$ cat config.mk
export PLATFORM = sky130hd
export DESIGN_NAME = vga_timing_gen
export DESIGN_NICKNAME = d
export VERILOG_FILES = /design/src/rtl/vga_timing_gen.sv
export SDC_FILE = /design/constraint.sdc
export NUM_CORES = 1
export LEC_CHECK = 0
export CAP_MARGIN = 10
export CORE_ASPECT_RATIO = 1.25
export CORE_MARGIN = 5
export CORE_UTILIZATION = 45
export CTS_CLUSTER_DIAMETER = 150
export DETAILED_ROUTE_END_ITERATION = 7
export GPL_TIMING_DRIVEN = 0
export MAX_ROUTING_LAYER = met4
export PLACE_DENSITY = 0.77
export REMOVE_ABC_BUFFERS = 1
export SYNTH_ARGS = -nofsm -noshare
export SYNTH_HDL_FRONTEND = slang
export SYNTH_SLANG_ARGS = --single-unit
$ cat constraint.sdc
create_clock -name clk -period 3.46 [get_ports clk]
set_clock_uncertainty 0.1 [all_clocks]
set_input_delay 0.692 -clock clk [delete_from_list [all_inputs] [get_ports clk]]
set_output_delay 0.692 -clock clk [all_outputs]
set_load 0.03 [all_outputs]
$ cat src/rtl/vga_timing_gen.sv
// 640x480@60 raster timing: pixel enable, h/v counters, syncs, display-active
// flag and per-frame game ticks. Everything runs on clk; the pixel rate is a
// registered enable rather than a derived clock.
module vga_timing_gen #(
    parameter int CLK_DIV     = 4,
    parameter int H_TOTAL     = 800,
    parameter int H_SYNC      = 96,
    parameter int H_ACT_START = 144,
    parameter int H_ACT_END   = 783,
    parameter int V_TOTAL     = 525,
    parameter int V_SYNC      = 2,
    parameter int V_ACT_START = 35,
    parameter int V_ACT_END   = 514,
    parameter int FRAME_DIV   = 1
) (
    input  logic       clk,
    input  logic       rst,
    output logic       pix_en,
    output logic [9:0] hCount,
    output logic [9:0] vCount,
    output logic       hSync,
    output logic       vSync,
    output logic       bright,
    output logic       frame_tick,
    output logic       game_tick,
    output logic       game_clk
);

    // Divider is at least one bit wide so CLK_DIV=1 still elaborates.
    localparam int              DW       = (CLK_DIV > 1) ? $clog2(CLK_DIV) : 1;
    localparam logic [DW-1:0]   DIV_LAST = DW'(CLK_DIV - 1);
    localparam logic [9:0]      H_LAST   = 10'(H_TOTAL - 1);
    localparam logic [9:0]      V_LAST   = 10'(V_TOTAL - 1);
    localparam logic [9:0]      H_SW     = 10'(H_SYNC);
    localparam logic [9:0]      V_SW     = 10'(V_SYNC);
    localparam logic [9:0]      H_AS     = 10'(H_ACT_START);
    localparam logic [9:0]      H_AE     = 10'(H_ACT_END);
    localparam logic [9:0]      V_AS     = 10'(V_ACT_START);
    localparam logic [9:0]      V_AE     = 10'(V_ACT_END);
    localparam logic [7:0]      FD_LAST  = 8'(FRAME_DIV - 1);

    logic [DW-1:0] r_div;
    logic          r_pix_en;
    logic [9:0]    r_hcount;
    logic [9:0]    r_vcount;
    logic          r_frame_tick;
    logic [7:0]    r_fcnt;
    logic          r_game_tick;
    logic          r_game_clk;

    logic w_line_end;
    logic w_frame_end;
    logic w_fcnt_wrap;

    // Last pixel of a line, qualified by the pixel enable.
    assign w_line_end  = r_pix_en && (r_hcount == H_LAST);
    assign w_frame_end = w_line_end && (r_vcount == V_LAST);
    assign w_fcnt_wrap = r_frame_tick && (r_fcnt == FD_LAST);

    // Clock divider and registered one-cycle pixel enable.
    always_ff @(posedge clk or posedge rst) begin
        if (rst) begin
            r_div    <= '0;
            r_pix_en <= 1'b0;
        end else begin
            r_div    <= (r_div == DIV_LAST) ? '0 : r_div + 1'b1;
            r_pix_en <= (r_div == DIV_LAST);
        end
    end

    // Horizontal/vertical raster counters, advanced once per pixel.
    always_ff @(posedge clk or posedge rst) begin
        if (rst) begin
            r_hcount <= '0;
            r_vcount <= '0;
        end else if (r_pix_en) begin
            if (r_hcount == H_LAST) begin
                r_hcount <= '0;
                r_vcount <= (r_vcount == V_LAST) ? '0 : r_vcount + 1'b1;
            end else begin
                r_hcount <= r_hcount + 1'b1;
            end
        end
    end

    // Frame tick on the step into the first blanking line.
    always_ff @(posedge clk or posedge rst) begin
        if (rst) r_frame_tick <= 1'b0;
        else     r_frame_tick <= w_line_end && (r_vcount == V_AE);
    end

    // Frame counter divides frame ticks down to game ticks.
    always_ff @(posedge clk or posedge rst) begin
        if (rst) begin
            r_fcnt      <= '0;
            r_game_tick <= 1'b0;
        end else begin
            r_game_tick <= w_fcnt_wrap;
            if (r_frame_tick) r_fcnt <= (r_fcnt == FD_LAST) ? '0 : r_fcnt + 1'b1;
        end
    end

    // Slow renderer clock: rises with game_tick, falls at the frame wrap; set wins.
    always_ff @(posedge clk or posedge rst) begin
        if (rst)              r_game_clk <= 1'b0;
        else if (w_fcnt_wrap) r_game_clk <= 1'b1;
        else if (w_frame_end) r_game_clk <= 1'b0;
    end

    assign pix_en     = r_pix_en;
    assign hCount     = r_hcount;
    assign vCount     = r_vcount;
    assign hSync      = (r_hcount >= H_SW);
    assign vSync      = (r_vcount >= V_SW);
    assign bright     = (r_hcount >= H_AS) && (r_hcount <= H_AE) &&
                        (r_vcount >= V_AS) && (r_vcount <= V_AE);
    assign frame_tick = r_frame_tick;
    assign game_tick  = r_game_tick;
    assign game_clk   = r_game_clk;

endmodule

# Yosys cells after proc, flatten, opt, wreduce, memory -nomap -nowiden
# Cells that the tools add are included.
[op_classes]
order_cmp = 6
n_mul = 0
mux = 6
eq_ne = 4
n_shift = 0
reduce_logical = 10
n_bitwise = 0
n_addsub = 4
div = 0
[ops]
columns = ["op", "count"]
rows = [
  ["10-bit equality test (second input constant)", 3],
  ["10-bit by 1-bit adder with 10-bit output (second input constant)", 2],
  ["10-bit less-or-equal comparator (second input constant)", 2],
  ["10-bit 2-to-1 mux", 2],
  ["10-bit by 2-bit >= comparator with 1-bit output (second input constant)", 1],
  ["10-bit by 6-bit >= comparator with 1-bit output (second input constant)", 1],
  ["10-bit by 7-bit >= comparator with 1-bit output (second input constant)", 1],
  ["10-bit by 8-bit >= comparator with 1-bit output (second input constant)", 1],
  ["8-bit by 1-bit adder with 8-bit output (second input constant)", 1],
  ["8-bit zero test", 1],
  ["8-bit 2-to-1 mux", 1],
  ["1-bit logical AND", 7],
  ["2-bit by 1-bit adder with 2-bit output (second input constant)", 1],
  ["2-bit equality test (second input constant)", 1],
  ["1-bit 2-to-1 mux", 2],
  ["2-bit 2-to-1 mux", 1],
  ["2-bit AND reduction", 1],
  ["2-bit nonzero test", 1],
]
[word_totals]
mem_bits_ro = 0
latch_bits = 0
out_inout_bits = 27
register_bits = 34
wordCells = 38
memories = 0
mem_bits_rw = 0
inputBits = 2

# Logic depth before layout (Yosys ltp)
[logic_depth]
ltp_word = 5
depth_mapped = 6

# Worst setup path before layout
# No wires, ideal clock.
[synth_timing]
path_kind = "reg2out"
from = "register r_hcount[4] (netlist: hCount[4])"
to = "output bright"
n_path_buf = 1
required_ps = 2668
stages_incl_launch_ff = 5
t_arrival_ps = 1806
slack_ps = 862
path_cell_list = "dfrtp_1 -> clkbuf_1 -> or4_2 -> a31oi_1 -> o211a_1"
[synth_via]
elab_chain_len = 4
word_cells_on_any_way = 5
cone_classes = "order compare (2); reduce/logical (3)"
[synth_lines]
columns = ["element", "line_no", "text"]
rows = [
  ["from (decl)", "44", "logic [9:0] r_hcount;"],
  ["from (signal assigned)", "81", "r_hcount <= r_hcount + 1'b1;"],
  ["10-bit by 8-bit >= comparator with 1-bit output or 10-bit less-or-equal comparator (tied branches)", "115", "assign bright = (r_hcount >= H_AS) && (r_hcount <= H_AE) &&"],
  ["1-bit logical AND (*) (2 in a row)", "115", ""],
  ["1-bit logical AND (*)", "116", "(r_vcount >= V_AS) && (r_vcount <= V_AE);"],
  ["to (decl)", "23", "output logic bright,"],
]
# Mark *: on every way between the ends. The rest lies on a longest branch, timed or not.

# Worst setup path after layout
# Ends and elaborated chain as after synthesis.

==> impl_results.md <==
- CTS H-tree lvls: 2
- Reg2reg end: vCount[5]$_DFFE_PP0P_
- Hold Startpoint: r_div[0]$_DFF_PP0_
- DRT iter0 DRCs: 34
- Endpoints failing setup: 0
- DR vias/cell: 5.64
- Die Span Y: 78.8 um
- Tcrit/Tclk final: 95.2%
- Gr usage total: 15.4%
- CTS buffer count: 5
- Peak supply drop: 246 uV
- Root Driver: clkbuf_8
- Die Wd: 65.1 um
- Critical path arrival: 2.50 ns
- CTS tree: done
- Worst EP required: 2.67 ns
- Seq/Total Area, Yosys: 49.9%
- Max-slew headroom: 47.7%
- Worst hold path depth: 1
- Pwr dens: 330 nW/um^2
- Worst Setup Start Kind: register
- Ports: 29
- Post-Syn Area per Cell: 10.3 um^2
- Clk_lat worst skew: 0.28 ns
- Port bufs: 28
- DRT Pass-1 Iters: 4
- Share of flip-flops with an asynchronous set or reset: 100%
- Final #Nets: 208
- Antenna cells: 0
- Yosys reg bits: 34
- Number of synthesis warnings: 0
- Reg2Reg Setup Slack: 1.19 ns
- Wire per inst: 14.8 um
- Design Power: 0.706 mW
- First-pass GRT wire length: 6.13 mm
- Routability Congestion: 0.815
- Synth Instances: 166
- Synth Flop Type: dfrtp_1
- Run status: finished clean
- Die area: 5130 um^2
- Distinct cells, synth: 38
- Hold Path Class: register to register
- Core Rows: 25
- Post-CTS resize count: 0
- Period minus WS final: 3.29 ns
- Global route overflow: 0
- CTS Buffer Depth: 2
- Critical path type: register to output pin
- # clock sinks: 34
- WHS Endpoint: r_div[0]$_DFF_PP0_
- Antenna Nets Post-Route: 0
- Largest net degree at the start of global routing: 19
- CP max FO: 8
- Initial antenna violation count: 0
- Final HPWL DP: 2.49 mm
- Max-cap violations: 0
- Fmax: 0.304 GHz
- Vias in the first global route: 1,293
- Synthesis-to-finish area growth: 25.5%
- Post-Route WL: 3.53 mm
- R2r worst-path depth: 4
- RSZ-0062 raised after global routing: false
- Fraction of layout cells with a size suffix above 1: 9.05%
- Final Hold Fails: 0
- Crit. End Element: output pin
- Clk slew on worst S/H paths: 0.07 ns
- Number of setup buffers added after CTS: 0
- Fillers: 326
- DRC: 0
- Fin. max-slew vios: 0
- Via count: 1,349
- Synth Cell Area: 1710 um^2
- RR Startpoint: hCount[5]$_DFFE_PP0P_
- Initial Util: 45.8%
- Static Leak: 0.991 nW
- Reg area: 851 um^2
- Area of the multi-input gates: 805 um^2
- Number of enable-type register cells in the synthesized netlist: 0
- Slew @ Worst Pin: 0.783 ns
- Core ar.: 3720 um^2
- Total negative setup slack: 0 ns
- Cts hold-fix bufs: 0
==> cells in the final DEF (no fill, tap or decap), types with 2 or more instances in the layout <==
cell and n:
a21o_1 3, a22o_1 2, and3_1 6, and4_1 3, clkbuf_8 6, clkdlybuf4s50_1 28
dfrtp_1 34, ha_1 8, inv_1 8, nand2_1 14, nand3_1 6, nand4_1 9
nor2_1 12, nor3_1 7, o21ai_0 10, o22ai_1 2, or3_1 4, xnor2_1 10
xor2_1 4
==> power breakdown <==
group | total (mW) | switching (mW) | internal (mW)
logic | 0.0125 | 0.00831 | 0.00420
clock network | 0.296 | 0.135 | 0.160
registers | 0.397 | 0 | 0.397
==> worst max-delay path, stage by stage, from the launching register on <==
cell and delay [ns]:
dfrtp_1 0.48, or4_2 0.68, a31oi_1 0.23, o211a_1 0.17, clkdlybuf4s50_1 0.66
==> cell families after synthesis <==
family                   count (synthesis)  share of synthesized area [%]
AO/OA/AOI/OAI                           24                           9.54
XOR/XNOR                                15                           8.14
adder cells (fa/ha/maj)                  8                           5.87
buffers and inverters                   13                           2.93
flip-flops                              34                           49.9
multiplexers                             1                          0.660
AND/OR/NAND/NOR                         71                           23.0
==> layer usage <==
| layer | up-vias | GRT usage [%] | wire length, um |
|---|---|---|---|
| li1 | 660 | - | - |
| met1 | 653 | 18.6 | 1600 |
| met2 | 29 | 25.2 | 1760 |
| met3 | 7 | 3.25 | 106 |
| met4 | 0 | 6.43 | 62 |
| met5 | - | - | 0 |
==> state kept, by name, indices dropped and copies added, names as in the netlist <==
| register | count |
|---|---|
| frame_tick | 1 |
| pix_en | 1 |
| r_div | 2 |
| game_tick | 1 |
| hCount | 10 |
| vCount | 10 |
| r_fcnt | 8 |
| game_clk | 1 |
==> per-stage QoR <==
step	worst slack (ns)	utilization [%]	area, um^2	hold WS (ns)	cells
3_3_place_gp	0.485	54.2	2020	0.316	229
5_1_grt	0.0883	57.5	2140	0.343	239
6_report	0.166	57.5	2140	0.329	239
4_1_cts	0.168	57.5	2140	0.333	239
2_1_floorplan	0.967	-	1690	0.303	161
3_5_place_dp	0.481	55.0	2050	0.318	231
==> final cells by class <==
type,instances,area share [%]
flip-flops and latches,34,39.8
multi-input cells,119,37.6
inverters,8,1.40
repair buffers,30,14.6
clock inverters,1,0.234
well taps,40,2.34
clock buffers,7,4.04
==> synthesized netlist by cell type, drive strengths merged (2+ instances only) <==
cell type	n	share of area, %
dfrtp	34	50
nand2	14	3.1
nor2	12	2.6
xnor2	11	6.1
o21ai	10	2.9
nand4	9	3.3
ha	8	5.9
inv	8	1.8
nor3	7	2.1
and3	6	2.2
nand3	6	1.8
or3	6	2.6
clkbuf	5	1.2
xor2	4	2.1
a21o	3	1.3
and4	3	1.5
a22o	2	1.0
o22ai	2	0.73
or4	2	1.2
==> how the worst max path moves through the flow <==
stage	start	endpoint	slack, ns	cells after the start
floorplan	hCount[4]$_DFFE_PP0P_	bright	0.97	3
global placement	hCount[4]$_DFFE_PP0P_	bright	0.48	4
detailed placement	hCount[4]$_DFFE_PP0P_	bright	0.48	4
CTS	hCount[4]$_DFFE_PP0P_	bright	0.17	4
global route	hCount[4]$_DFFE_PP0P_	bright	0.09	4
finish	hCount[4]$_DFFE_PP0P_	bright	0.17	4
No activity file was read; power rests on OpenSTA's default activity.
==> edit 1, RTL diff (same settings) <==
The parameter `CLK_DIV` goes from 4 to 2.
--- a/src/rtl/vga_timing_gen.sv
+++ b/src/rtl/vga_timing_gen.sv
@@ -2,7 +2,7 @@
 // flag and per-frame game ticks. Everything runs on clk; the pixel rate is a
 // registered enable rather than a derived clock.
 module vga_timing_gen #(
-    parameter int CLK_DIV     = 4,
+    parameter int CLK_DIV     = 2,
     parameter int H_TOTAL     = 800,
     parameter int H_SYNC      = 96,
     parameter int H_ACT_START = 144,
Check against the original RTL: not equivalent (Yosys sat finds a counterexample within 4 cycles, from zero or initial values and one cycle with rst high).
==> edit 1 against the unedited design <==
Sequential cell count fell by 1; design area fell by 0.18%; total power rose by 17%; synthesized cell count fell by 3.0%; critical path type unchanged; global-route usage rose by 0.31 points; register-to-register slack improved by 0.11 ns; synthesized area rose by 0.73%; wire length rose by 1.3%; clock power rose by 46%; sequential power fell by 3%; die area rose by 0.64%; worst setup slack improved by 0.081 ns.
==> edit 1: results (changes against the unedited design) <==
place_area_mm2: 0.00200  # -2.3%
die_w_um: 65.3  # +0.32%
muxShareOfSynthArea_pct: 2.33  # +1.7 points
dp_slack_ns: 0.545  # +0.0635 ns
critical_path.top_delay_family: "buffers and inverters"
dp.cells: 224  # -3.0%
synth_adder_area_share_pct: 5.10  # -0.77 points
clock-sinks: 33  # -2.9%
slowest_stage: "clkdlybuf4s50_1"
hold_path_startpoint: "r_div"
regArea_um2: 826  # -2.9%
synth_xor_xnor_area_share_pct: 9.69  # +1.5 points
ir_drop_mv: 0.292  # +18%
crit_arrival_ns: 2.42  # -0.08 ns
area_share_clock_buf_inv_pct: 6.27  # +2.0 points
status: "completed"
synth_compound_area_share_pct: 5.03  # -4.5 points
r2r-start: "hCount[0]"
grt_pass1_vias: 1312  # +1.5%
fin_nets: 200  # -3.8%
area_growth_pct: 24.3
clkPwrFrac_pct: 52.3  # +10 points
fillers: 330  # +1.2%
netlist_top_cells_count: "dfrtp_1 (33), nand2_1 (13), nor2_1 (13)"
worst_slew_margin_rel_pct: 54.6  # +6.9 points
pwr-share-seq_pct: 46.6  # -9.7 points
buf_share_pct: 13.1  # -1.5 points
gp_congestion: 0.903  # +11%
multi_input_area_um2: 816  # +1.4%
hpwl_um: 2540  # +1.9%
-- edit 1: worst paths after layout --
| kind | endpoint | slack [ns] | cells past startpoint |
|---|---|---|---|
| worst max-delay path | bright | 0.25 | 4 |
| worst min-delay path | pix_en | 0.30 | 0 |
| worst max register to register | vCount[9] | 1.30 | 5 |
| worst min register to register | pix_en | 0.30 | 0 |
| max in group asynchronous | hCount[5] | 2.09 | 2 |
| min in group asynchronous | vCount[7] | 0.72 | 2 |
-- edit 1: per-layer routing --
layer	up-vias	GRT usage (%)	part of all wire [%]	routed length [µm]
li1	620	-	-	-
met1	631	16.5	40	1450
met2	53	27.3	52	1880
met3	10	4.67	5.2	187
met4	0	6.64	1.8	66
met5	-	-	0	0
-- edit 1: worst register-to-register path, stage by stage (launching register included) --
cell and delay (ns):
dfrtp_1 0.45, ha_1 0.28, and4b_1 0.41, nand3_4 0.15, or4_4 0.55, a21oi_2 0.15
==> edit 2, RTL diff (same settings) <==
Without the edit above. Register the outputs `hSync`, `vSync` and `bright`, cleared by the reset; this adds one clock of latency there. The other outputs are not delayed to match.
--- a/src/rtl/vga_timing_gen.sv
+++ b/src/rtl/vga_timing_gen.sv
@@ -110,10 +110,17 @@
     assign pix_en     = r_pix_en;
     assign hCount     = r_hcount;
     assign vCount     = r_vcount;
-    assign hSync      = (r_hcount >= H_SW);
-    assign vSync      = (r_vcount >= V_SW);
-    assign bright     = (r_hcount >= H_AS) && (r_hcount <= H_AE) &&
-                        (r_vcount >= V_AS) && (r_vcount <= V_AE);
+    always_ff @(posedge clk or posedge rst) begin
+        if (rst) begin
+            hSync  <= '0;
+            vSync  <= '0;
+            bright <= '0;
+        end else begin
+            hSync  <= (r_hcount >= H_SW);
+            vSync  <= (r_vcount >= V_SW);
+            bright <= (r_hcount >= H_AS) && (r_hcount <= H_AE) && (r_vcount >= V_AS) && (r_vcount <= V_AE);
+        end
+    end
     assign frame_tick = r_frame_tick;
     assign game_tick  = r_game_tick;
     assign game_clk   = r_game_clk;
Check against the original RTL: no difference found for any inputs over 10 cycles, from zero or initial values and one cycle with rst high; that may be too few to reach the edited logic, so the function may still have changed.
==> edit 2 against the unedited design <==
Wire length is 3.3% lower; fmax is 43% higher; non-clock buffer count is 1 lower; first-iteration DRC count grew to 3.0 times the old value; via count hardly changed; worst setup slack better by 0.99 ns; critical path depth is 3 lower; total power is 6.0% higher; sequential cell count is 3 higher; synthesized area is 4.4% higher; design area is 2.8% higher; sequential power is 8.8% higher; critical endpoint is now vCount[2]; highest routed layer unchanged.
==> edit 2: results (changes against the unedited design) <==
cts_made_buffers: 5  # unchanged
hpwl_um: 2350  # -5.6%
slowest_delay_ns: 0.73  # +0.05 ns
ir_drop_mv: 0.321  # +30%
synth-async-reset-ratio_pct: 100  # unchanged
grt_pass1_wl_um: 6140  # +0.11%
clkSlewWorstSetupHoldPaths_ns: 0.07  # about the same
drive_gt1_share_pct: 8.50  # -0.55 points
slowest_stage: "clkdlybuf4s50_1"
grt_max_degree: 38  # +19
critPathMaxFanout: 10  # +2
yosys_warnings: 0  # unchanged
antenna_found_initial: 0  # unchanged
clkLatencyLatePin_ns: 0.29
wirelength_um: 3410  # -3.3%
dp.cells: 247  # +6.9%
grt_pass1_vias: 1265  # -2.2%
p_leak_uw: 0.00102  # +2.4%
viasPerCell: 5.31  # -6.0%
portBuffers: 28  # unchanged
worstHoldPathCells: 1  # unchanged
seq_power_uw: 432  # +8.8%
clk_path_buf_depth: 2  # unchanged
synthCells: 169  # +1.8%
hold_path_startpoint: "r_div[0]"
worstHoldEndpoint: "r_div[0]"
rr_worst_depth: 4  # unchanged
hold_path_class: "reg -> reg"
drt_iter0_markers: 101  # +200%
critical_path.top_delay_family: "buffers and inverters"
clkPwrFrac_pct: 41.0  # -0.9 points
status: "completed"
yosysUniqueCellTypes: 38  # unchanged
stdcell_count: 254  # +6.3%
r2r-start: "hCount[5]"
cellPowerDensity_mw_per_mm2: 340  # +3.1%
netlist_top_cells_count: "dfrtp_1 (37), nand2_1 (14), nor2_1 (12)"
fin_hold_ws_ns: 0.327  # -0.00150 ns
cts_htree_levels: 2  # unchanged
place_area_mm2: 0.00211  # +3.2%
critPathCapture: "vCount[2]"
crit_start: "vCount[2]"
crit_arrival_ns: 1.51  # -0.99 ns
ys_seq_area_share_pct: 52.0  # +2.1 points
reg2reg_to: "vCount[5]"
fin_nets: 210  # +0.96%
post_cts_resized: 0  # unchanged
finalCriticalPeriod_ns: 2.30  # -0.991 ns
p_int_uw: 591  # +5.2%
worst_slew_pin_slew_ns: 0.753  # -0.0301 ns
grtUsageTotal_pct: 15.6  # +0.14 points
synth.area.top_cells: "dfrtp_1 (52%), ha_1 (5.6%), xnor2_1 (4.9%)"
gp_congestion: 0.773  # -5.2%
## edit 2: cell types whose count changed after synthesis, sizes merged
cell / unedited run / this run
dfrtp: 34 / 37
## edit 2: cell type report
class / instances / area, µm²
multi-input combinational: 119 / 805
inverter: 8 / 30.0
fill: 349 / 1620
clock buffer: 7 / 86.3
timing repair buffer: 29 / 285
sequential: 37 / 926
tap: 54 / 67.6
## edit 2: logic make-up (layout without fill, tap and decap cells)
logic type,count (synthesis),count (layout),share of synthesized area (%)
AO/OA/AOI/OAI,24,24,9.14
XOR/XNOR,15,15,7.80
adder cells (fa/ha/maj),8,8,5.62
buffers and inverters,13,44,2.81
flip-flops,37,37,52.0
multiplexers,1,1,0.632
AND/OR/NAND/NOR,71,71,22.0
## edit 2: per-layer routing
metal	track usage [%]	wire, µm	vias to the layer above
li1	-	-	658
met1	19.5	1570	665
met2	22.5	1630	18
met3	5.31	136	7
met4	7.32	75	0
met5	-	0	-
